==> src/rtl/lcd_bus_monitor.sv <==
// Passive monitor for an HD44780-style character-LCD bus: synchronizes the bus,
// decodes accepted writes and mirrors the controller's 2x16 display buffer and mode bits.
`timescale 1ns/1ps
module lcd_bus_monitor #(
  parameter int unsigned CLEAR_CYCLES = 40,
  parameter int unsigned BUSY_CYCLES  = 2
) (
  input  logic       clk,
  input  logic       resetn,
  input  logic       lcd_e,
  input  logic       lcd_rs,
  input  logic       lcd_rw,
  input  logic [7:0] lcd_data,
  input  logic [4:0] rd_idx,
  output logic [7:0] rd_char,
  output logic [6:0] ddram_addr,
  output logic       disp_on,
  output logic       cursor_on,
  output logic       blink_on,
  output logic       inc_mode,
  output logic       shift_mode,
  output logic       two_line,
  output logic       font5x10,
  output logic       bus8,
  output logic       busy,
  output logic       cmd_stb,
  output logic [7:0] cmd_byte,
  output logic       overrun
);

  localparam int unsigned DW      = 8;
  localparam int unsigned AW      = 7;
  localparam int unsigned DEPTH   = 32;
  localparam int unsigned SW      = DW + 3;
  localparam int unsigned MAXCYC  = (CLEAR_CYCLES > BUSY_CYCLES) ? CLEAR_CYCLES : BUSY_CYCLES;
  localparam int unsigned CW      = $clog2(MAXCYC + 1);
  localparam logic [DW-1:0] SPACE = 8'h20;

  typedef enum logic [1:0] {IDLE, EXEC, CLEAR, BUSY} state_t;

  state_t          state_q, state_d;
  logic [SW-1:0]   sync1_q, sync1_d, sync2_q, sync2_d;
  logic            e_prev_q, e_prev_d;
  logic [DW-1:0]   buf_q [DEPTH];
  logic [DW-1:0]   buf_d [DEPTH];
  logic [DW-1:0]   rd_char_q, rd_char_d;
  logic [AW-1:0]   addr_q, addr_d;
  logic            disp_q, disp_d, cursor_q, cursor_d, blink_q, blink_d;
  logic            inc_q, inc_d, shift_q, shift_d;
  logic            two_line_q, two_line_d, font_q, font_d, bus8_q, bus8_d;
  logic            busy_q, busy_d, cmd_stb_q, cmd_stb_d, overrun_q, overrun_d;
  logic [DW-1:0]   cmd_byte_q, cmd_byte_d, cmd_dat_q, cmd_dat_d;
  logic            cmd_rs_q, cmd_rs_d;
  logic [CW-1:0]   busy_cnt_q, busy_cnt_d;
  logic [4:0]      clr_idx_q, clr_idx_d;

  logic            s_e, s_rs, s_rw, strobe_c;
  logic [DW-1:0]   s_dat;

  assign {s_e, s_rs, s_rw, s_dat} = sync2_q;
  assign strobe_c = e_prev_q & ~s_e;

  // Address counter step with the two-line DDRAM wrap points.
  function automatic logic [AW-1:0] step_addr(input logic [AW-1:0] a, input logic inc);
    if (inc) begin
      if (a == 7'h27)      step_addr = 7'h40;
      else if (a == 7'h67) step_addr = 7'h00;
      else                 step_addr = a + 7'd1;
    end else begin
      if (a == 7'h00)      step_addr = 7'h67;
      else if (a == 7'h40) step_addr = 7'h27;
      else                 step_addr = a - 7'd1;
    end
  endfunction

  always_comb begin
    state_d    = state_q;
    sync1_d    = {lcd_e, lcd_rs, lcd_rw, lcd_data};
    sync2_d    = sync1_q;
    e_prev_d   = s_e;
    buf_d      = buf_q;
    rd_char_d  = buf_q[rd_idx];
    addr_d     = addr_q;
    disp_d     = disp_q;
    cursor_d   = cursor_q;
    blink_d    = blink_q;
    inc_d      = inc_q;
    shift_d    = shift_q;
    two_line_d = two_line_q;
    font_d     = font_q;
    bus8_d     = bus8_q;
    cmd_stb_d  = 1'b0;
    cmd_byte_d = cmd_byte_q;
    overrun_d  = overrun_q;
    cmd_dat_d  = cmd_dat_q;
    cmd_rs_d   = cmd_rs_q;
    clr_idx_d  = clr_idx_q;
    busy_cnt_d = (busy_cnt_q != '0) ? busy_cnt_q - CW'(1) : busy_cnt_q;

    case (state_q)
      EXEC: begin
        if (cmd_rs_q) begin
          if (addr_q[6:4] == 3'b000 || addr_q[6:4] == 3'b100)
            buf_d[{addr_q[6], addr_q[3:0]}] = cmd_dat_q;
          addr_d = step_addr(addr_q, inc_q);
        end else begin
          // Instruction class is chosen by the highest set bit.
          casez (cmd_dat_q)
            8'b1???????: addr_d = cmd_dat_q[6:0];
            8'b001?????: begin
              bus8_d     = cmd_dat_q[4];
              two_line_d = cmd_dat_q[3];
              font_d     = cmd_dat_q[2];
            end
            8'b00001???: begin
              disp_d   = cmd_dat_q[2];
              cursor_d = cmd_dat_q[1];
              blink_d  = cmd_dat_q[0];
            end
            8'b000001??: begin
              inc_d   = cmd_dat_q[1];
              shift_d = cmd_dat_q[0];
            end
            8'b0000001?: addr_d = '0;
            8'b00000001: begin
              addr_d = '0;
              inc_d  = 1'b1;
            end
            default: ;
          endcase
        end
        if (!cmd_rs_q && cmd_dat_q == 8'h01) begin
          state_d   = CLEAR;
          clr_idx_d = '0;
        end else begin
          state_d = (busy_cnt_q <= CW'(1)) ? IDLE : BUSY;
        end
      end
      CLEAR: begin
        buf_d[clr_idx_q] = SPACE;
        clr_idx_d        = clr_idx_q + 5'd1;
        if (clr_idx_q == 5'd31) state_d = BUSY;
      end
      BUSY: if (busy_cnt_q <= CW'(1)) state_d = IDLE;
      default: ;
    endcase

    // Write strobes are accepted only when not busy; a null instruction is ignored.
    if (strobe_c && !s_rw && (s_rs || s_dat != '0)) begin
      if (busy_q) begin
        overrun_d = 1'b1;
      end else begin
        state_d    = EXEC;
        cmd_rs_d   = s_rs;
        cmd_dat_d  = s_dat;
        busy_cnt_d = (!s_rs && s_dat == 8'h01) ? CW'(CLEAR_CYCLES) : CW'(BUSY_CYCLES);
        if (!s_rs) begin
          cmd_stb_d  = 1'b1;
          cmd_byte_d = s_dat;
        end
      end
    end

    busy_d = (busy_cnt_d != '0);
  end

  always_ff @(posedge clk or negedge resetn) begin
    if (!resetn) begin
      state_q    <= IDLE;
      sync1_q    <= '0;
      sync2_q    <= '0;
      e_prev_q   <= 1'b0;
      for (int i = 0; i < DEPTH; i++) buf_q[i] <= SPACE;
      rd_char_q  <= '0;
      addr_q     <= '0;
      disp_q     <= 1'b0;
      cursor_q   <= 1'b0;
      blink_q    <= 1'b0;
      inc_q      <= 1'b1;
      shift_q    <= 1'b0;
      two_line_q <= 1'b0;
      font_q     <= 1'b0;
      bus8_q     <= 1'b0;
      busy_q     <= 1'b0;
      cmd_stb_q  <= 1'b0;
      cmd_byte_q <= '0;
      overrun_q  <= 1'b0;
      cmd_dat_q  <= '0;
      cmd_rs_q   <= 1'b0;
      busy_cnt_q <= '0;
      clr_idx_q  <= '0;
    end else begin
      state_q    <= state_d;
      sync1_q    <= sync1_d;
      sync2_q    <= sync2_d;
      e_prev_q   <= e_prev_d;
      buf_q      <= buf_d;
      rd_char_q  <= rd_char_d;
      addr_q     <= addr_d;
      disp_q     <= disp_d;
      cursor_q   <= cursor_d;
      blink_q    <= blink_d;
      inc_q      <= inc_d;
      shift_q    <= shift_d;
      two_line_q <= two_line_d;
      font_q     <= font_d;
      bus8_q     <= bus8_d;
      busy_q     <= busy_d;
      cmd_stb_q  <= cmd_stb_d;
      cmd_byte_q <= cmd_byte_d;
      overrun_q  <= overrun_d;
      cmd_dat_q  <= cmd_dat_d;
      cmd_rs_q   <= cmd_rs_d;
      busy_cnt_q <= busy_cnt_d;
      clr_idx_q  <= clr_idx_d;
    end
  end

  assign rd_char    = rd_char_q;
  assign ddram_addr = addr_q;
  assign disp_on    = disp_q;
  assign cursor_on  = cursor_q;
  assign blink_on   = blink_q;
  assign inc_mode   = inc_q;
  assign shift_mode = shift_q;
  assign two_line   = two_line_q;
  assign font5x10   = font_q;
  assign bus8       = bus8_q;
  assign busy       = busy_q;
  assign cmd_stb    = cmd_stb_q;
  assign cmd_byte   = cmd_byte_q;
  assign overrun    = overrun_q;

endmodule

==> config.mk <==
export PLATFORM = sky130hd
export DESIGN_NAME = lcd_bus_monitor
export DESIGN_NICKNAME = d
export VERILOG_FILES = /design/src/rtl/lcd_bus_monitor.sv
export SDC_FILE = /design/constraint.sdc
export NUM_CORES = 1
export LEC_CHECK = 0
export CAP_MARGIN = 20
export CORE_MARGIN = 2
export CORE_UTILIZATION = 45
export CTS_CLUSTER_DIAMETER = 80
export DETAILED_ROUTE_END_ITERATION = 10
export GPL_TIMING_DRIVEN = 0
export PLACE_DENSITY = 0.65
export SLEW_MARGIN = 20
export SYNTH_ARGS = -nofsm -noshare
export SYNTH_HDL_FRONTEND = slang
export SYNTH_SLANG_ARGS = --single-unit
==> constraint.sdc <==
create_clock -name clk -period 3.1 [get_ports clk]
set_input_delay 0.465 -clock clk [delete_from_list [all_inputs] [get_ports clk]]
set_output_delay 0.465 -clock clk [all_outputs]
set_load 0.005 [all_outputs]
==> key figures <==
Clock tree
  • Skew-Pair Late Insertion Delay: about 0.54 ns
  • Clock root buffer: clkbuf_16
  • CTS tree: done
  • H-tree depth: 2
  • Worst-path clk slew: about 0.060 ns
  • Num Clock Sinks: around 340
  • Resize count post-CTS: 0
  • Clock buffer depth: 3
  • CTS Buf Count: 38
  • Post-CTS Setup Repair Bufs: 0

Setup path
  • R2r setup slk: about 0.37 ns
  • Reg2Reg Depth: 6
  • Required time worst endpoint: 3.51 ns
  • CP startpoint kind: flip-flop
  • Crit Path Class: reg2reg
  • Crit path max fanout: 10
  • Capture point of the worst reg-to-reg path: buf_q[249]
  • WP data arrival: 3.14 ns
  • Crit end category: flip-flop
  • Critical R2R Launch: ddram_addr[5]

Yosys
  • Synth top area share: between 40% and 50%
  • Synth Area per Inst: ~14 sq um
  • Unique cell type count in the Yosys netlist: slightly below 80
  • Synth Flop Type: dfrtp_1
  • Syn Std Cell Area: between 15000 and 20000 sq um
  • Yosys warnings: 0
  • Post-Synthesis Cells: around 1100
  • Mapped Nets: about 1100
  • Leading area contributor after synthesis: dfrtp_1
  • Number of flops mapped to enable cells by yosys: 0
  • Synth top area cells: dfrtp_1 49%, a22o_1 13%, mux4_2 9.3%
  • Sequential fraction of the synthesis area: 54.6%
  • Number of synthesized register bits: between 300 and 400
  • Ys async rst share: 100%

Final layout
  • Fin nets: between 1000 and 1500
  • Most frequent cells in the layout: 302 x dfrtp_1, 224 x a22o_1, 71 x clkbuf_1
  • Area Growth Syn to Fin: 15.3%
  • Fill count: 2854
  • Most common cell after layout, fill and taps aside: dfrtp_1
  • Share of cells above drive strength 1: 21.9%
  • N_diodes: 0
  • Util after Layout: 52.8%

Drt
  • DRT antenna net count: 0
  • 1st-iter DRT viols: about 1200
  • Total Wirelength: 43.3 mm
  • Post-DR wirelength/cell: 25.8 um
  • Drt pass-1 iters: 5
  • Via count: around 11000
  • Vias per inst: between 6 and 7
  • DRC Markers: 0

STA
  • Setup violations, final: 0
  • Max Freq: between 0.3 and 0.4 GHz
  • Final Skew: between 0.015 and 0.02 ns
  • Worst-Margin Slew: 0.979 ns
  • Unrepaired setup endpoints after global routing: no
  • Hold Violations, Final: 0
  • Min cycle time layout: between 2 and 3 ns
  • Max-slew headroom: 34.8%
  • Worst hold margin: approximately 0.34 ns
  • Final Cycle Share: slightly below 90%
  • Final Max Slew Viols: 0

Floorplan
  • Site row count: 67
  • Die X: 189 um
  • Die area: between 30000 and 40000 sq um
  • # IOs: 52
  • Initial Utilization: a little under half
  • Die height: 189 um
  • Core outline area: between 30000 and 40000 sq um

Power and ir drop
  • Max VDD drop: about 0.54 mV
  • Part of the power in registers: roughly two fifths
  • Sw Share: between 30% and 40%
  • Cell Int Power: just under 9000 uW
  • P_leak: 0.00798 uW
  • Power share of the combinational group: 27.1%
  • Power Density: 744 nW/um^2
  • Clock Power Share: around 34%
  • P_sw: ~4500 uW

Global routing
  • Gr ovfl total: 0
  • First-pass GRT wire length: 68.3 mm
  • Vias in the first global route: between 10000 and 15000
  • Total Routing Usage GR: around 25%
  • Antenna violations before repair: 0
  • Pin count of the biggest net entering global routing: 101

Place
  • Port bufs: 46
  • Detail Placement HPWL: between 20 and 30 mm
  • Final GP Congestion: roughly 0.84

Status
  • Status: finished clean

Flow run
  • Max Cap Viol: 0

Worst hold path
  • WHS Path Cells: 0
  • Hold Crit Start: sync1_q[6]
  • HP Class: reg2reg
  • WHS Endpoint: sync2_q[6]
[per-stage QoR]
stage / setup slack [ns] / cell area, sq um / setup TNS, ns / cells / power, uW
after floorplan: 0.998 / 15400 / 0 / 1111 / 7450
after global placement: -12.71 / 16500 / -4105.58 / 1605 / 8730
after detailed placement: 0.0105 / 16500 / 0 / 1608 / 8770
after CTS: 0.407 / 17800 / 0 / 1678 / 13300
after global routing: 0.296 / 17800 / 0 / 1678 / 13900
final: 0.367 / 17800 / 0 / 1678 / 13300
[flip-flops by register name (all words and copies together) (netlist names), 2 cells and up]
name and count:
rd_char 8, state_q 2, sync2_q 11, ddram_addr 7, buf_q 256, cmd_byte 8, sync1_q 11, busy_cnt_q 6
cmd_dat_q 8, clr_idx_q 5
[critical path, stage by stage (launching register included)]
cell and delay [ns]:
dfrtp_1 0.48, or4b_1 0.57, buf_6 0.17, buf_12 0.16, nor4_4 0.70, a21oi_2 0.26, a22o_1 0.26
[cells in the mapped netlist (5+ instances only)]
master / count
buf_1: 5
nor3_1: 8
clkbuf_1: 62
mux4_2: 64
nand3b_1: 10
a21oi_2: 30
nor4_1: 12
or3_1: 5
and3_1: 8
dfrtp_1: 302
o31ai_1: 5
o22ai_1: 34
a22oi_1: 32
inv_1: 45
ha_1: 13
nor2_1: 19
nor3_4: 8
nor4_4: 24
o211ai_1: 6
mux2_2: 14
buf_2: 11
nand2_1: 19
a21oi_1: 5
a22o_1: 224
mux2_1: 12
o21ai_0: 8
dfstp_2: 33
[routing by layer]
layer	vias to the layer above	GRT usage (%)	wire, um
met5	-	0.275	0
met4	0	10.9	1920
met3	102	6.12	3810
met2	520	36.1	19100
met1	5563	36.0	18500
li1	4549	-	-
[worst max path at each step]
| stage | startpoint | end | cells after the start |
|---|---|---|---|
| 2_1_floorplan | ddram_addr[5] | buf_q[120] | 6 |
| 6_report | ddram_addr[5] | buf_q[249] | 6 |
| 4_1_cts | ddram_addr[1] | buf_q[243] | 6 |
| 3_3_place_gp | resetn | busy_cnt_q[5] | 1 |
| 3_5_place_dp | rd_idx[1] | rd_char[4] | 5 |
| 5_1_grt | ddram_addr[1] | buf_q[243] | 6 |
[repair_timing]
action / 4_1_cts / 5_1_grt
endpoints found under the setup margin: 0 / 0
hold buffers: 1 / 0
hold endpoints to repair: 58 / 0
[final cells by class]
cell class	count	area (sq um)	area share [%]
plain buffers	84	379	2.13
clock buffers	56	1120	6.29
clock inverters	13	129	0.724
inverters	49	184	1.03
multi-input cells	643	6450	36.2
flip-flops and latches	335	8420	47.3
well taps	448	561	3.15
repair buffers	50	558	3.13
[power groups by stage]
stage	sequential, uW	clock (uW)	combinational (uW)
3_3_place_gp	5230	0	3500
4_1_cts	5160	4570	3570
6_report	5170	4500	3590
5_1_grt	5220	4780	3890
2_1_floorplan	5150	0	2300
3_5_place_dp	5220	0	3550
[logic make-up (layout without fill, tap and decap cells)]
group | count (synthesis) | in the layout | share of synthesized area, %
AOI/OAI and AO/OA | 377 | 377 | 20.1
xor gates and xnor gates | 7 | 7 | 0.397
adders and majority gates | 13 | 13 | 1.05
buffers and inverters | 133 | 252 | 3.65
DFF | 335 | 335 | 54.6
muxes | 91 | 91 | 11.3
and+or+nand+nor | 155 | 155 | 8.95
Note: power is estimated with default switching activity, not from simulation.
==> patch: new RTL, same settings <==
The parameter `CLEAR_CYCLES` goes from 40 to 20.
--- a/src/rtl/lcd_bus_monitor.sv
+++ b/src/rtl/lcd_bus_monitor.sv
@@ -2,7 +2,7 @@
 // decodes accepted writes and mirrors the controller's 2x16 display buffer and mode bits.
 `timescale 1ns/1ps
 module lcd_bus_monitor #(
-  parameter int unsigned CLEAR_CYCLES = 40,
+  parameter int unsigned CLEAR_CYCLES = 20,
   parameter int unsigned BUSY_CYCLES  = 2
 ) (
   input  logic       clk,
Formal check against the unedited RTL: same outputs for any inputs over 4 cycles, from zero or initial values and one cycle with resetn low; that may be too few to reach the edited logic, so the function may still have changed.
==> patch against the unedited design <==
Non-clock buffer count is 9 higher; worst hold slack better by 4.7 ps; combinational power is 11% higher; die area is 0.10% higher; wire length is 4.5% higher; final area is 0.37% higher; critical path depth is 1 higher; sequential cell count is 1 lower; synthesized area is 0.11% higher; utilization is 0.20 points higher; worst setup slack worse by 300 ps; power is 3.4% higher; synthesized cell count is 5.0% higher; highest routed layer unchanged.
==> patch: results (changes against the unedited design) <==
Run status
  • Status: finished, final reports clean

Finish
  • # nets final: 1290 (+4.7%)
  • Fraction of layout cells with a size suffix above 1: 0.1770 (-0.04168)
  • Top Registers: buf_q x256, sync1_q x11, sync2_q x11

Drt
  • Iteration-0 DRC count of the detailed router: 1100 (-5.7%)
  • Detailed-route wire length per cell: 26.08 µm (+0.97%)
  • First-pass DRT Iterations: 7 (+2)
  • Vias per std cell: 6.307 (-1.4%)

Synthesis
  • Synthesized Nets: 1198 (+4.9%)
  • Post-synth top flop: dfrtp_1
  • Largest cells by area after synthesis: dfrtp_1 49%, a22o_1 13%, dfstp_2 5.6%
  • Async S/R FF share, synth: 1.000 (unchanged)
  • Post-synthesis sequential area ratio: 0.5434 (-0.002193)
  • Synth unique cells: 77 (-1.3%)
  • Synth cell count leaders: 301 x dfrtp_1, 235 x a22o_1, 67 x mux2i_1

CTS
  • Clk buf depth: 3 (unchanged)
  • Clock Root Buffer: clkbuf_16
  • Total CTS buffers: 37 (-2.6%)

Placement
  • Final HPWL DP: 30490 µm (+7.4%)
  • DP Worst Slack: -47.43 ps (-57.91 ps)
  • Post-DP Area: 0.01660 mm² (+0.29%)
  • Input/output buffers: 49 (+6.5%)
  • Gpl congestion: 0.9155 (+9.5%)

GRT
  • Vias in the first global route: 11250 (+1.8%)
  • Initial antenna violation count: 0 (unchanged)
  • Total congestion overflow: 0 (unchanged)
  • All-Layer GR Usage: 0.2579 (+0.007819)
  • First-pass GRT wire length: 69790 µm (+2.2%)
  • Largest net degree at the start of global routing: 96 (-5.0%)

STA
  • Max-slew violations: 0 (unchanged)
  • Slew HR: 0.2867 (-0.06083)
  • Setup Skew: 21.82 ps (+2.221 ps)

Worst setup path
  • Critical Path Max Stage Delay: 740 ps (+40 ps)
  • Arrival @ worst endpoint: 3460 ps (+320 ps)
  • Slowest-stage cell, CP: nor3_2

Power
  • Net load switching power: 4.909 mW (+9.2%)
  • Leakage: 8.102 nW (+1.6%)
  • Max rail drop VDD: 0.0004946 V (-7.7%)

Hold path
  • HP Class: register to register
[patch: cell types whose count changed in the layout (fill, tap and decap cells not counted), moves of 8 or more]
cell,before,now
a21oi_1,5,17
a21oi_2,30,21
a221oi_1,1,11
a22o_1,224,235
a22oi_1,32,64
buf_2,11,22
clkbuf_1,71,60
mux2_1,12,20
mux2_2,14,2
mux2i_1,1,67
mux4_2,64,32
nand3_1,2,33
nor4_1,12,2
o22ai_1,34,1
[patch: cells by family (layout without fill, tap and decap cells)]
family	Yosys count	after routing	synth area share
flops	334	334	0.5434
simple gates	170	170	0.09066
xor+xnor	11	11	0.006233
buf+inv	136	257	0.03821
compound gates	382	382	0.2050
mux	121	121	0.1060
fa+ha+maj	13	13	0.01052
[patch: final timing paths]
path / startpoint / end / slack, ps / cells past startpoint
worst max-delay path: ddram_addr[1] / buf_q[85] / 60 / 7
worst min-delay path: sync1_q[2] / sync2_q[2] / 350 / 0
worst max register to register: ddram_addr[1] / buf_q[85] / 60 / 7
worst min register to register: sync1_q[2] / sync2_q[2] / 350 / 0
max in group asynchronous: resetn / buf_q[213] / 940 / 5
min in group asynchronous: resetn / buf_q[121] / 480 / 2
[patch: area by class of cell]
| type | instances | area (µm²) |
|---|---|---|
| buffer | 90 | 419.2 |
| clock buffer | 47 | 1003 |
| clock inverter | 21 | 247.7 |
| fill | 2888 | 15830 |
| inverter | 46 | 172.7 |
| multi-input combinational | 697 | 6484 |
| sequential | 334 | 8399 |
| tap | 448 | 560.5 |
| timing repair buffer | 53 | 588.1 |
[patch: layer usage]
metal | global-route usage | up-vias | routed length [µm]
li1 | - | 4716 | -
met1 | 0.3648 | 5666 | 19120
met2 | 0.3901 | 467 | 20730
met3 | 0.05171 | 100 | 3501
met4 | 0.1064 | 0 | 1918
met5 | 0 | - | 0
[patch: worst max-delay path, delay by kind of cell, from the launching register on]
family / cells / cell delay [ps]
and+or+nand+nor: 2 / 1090
AOI/OAI and AO/OA: 2 / 700
DFF: 1 / 490
buffers and inverters: 2 / 480
adders and majority gates: 1 / 150
[patch: stage by stage]
step,instances,total power [mW]
CTS,1736,13.71
global route,1736,14.30
detailed placement,1667,9.196
finish,1736,13.71
floorplan,1167,7.626
global placement,1664,9.122
[patch: power groups by stage]
stage	sequential, mW	combinational (mW)	clock [mW]
5_1_grt	5.28	4.25	4.77
2_1_floorplan	5.19	2.43	0
3_3_place_gp	5.29	3.83	0
3_5_place_dp	5.29	3.91	0
4_1_cts	5.22	3.93	4.57
6_report	5.23	3.97	4.51
[patch: timing repair]
action                                  CTS  global route
hold buffers                              1             0
hold endpoints to repair                 83             0
endpoints found under the setup margin    0            19
setup buffers                             0             0
gates resized for setup                   0             3
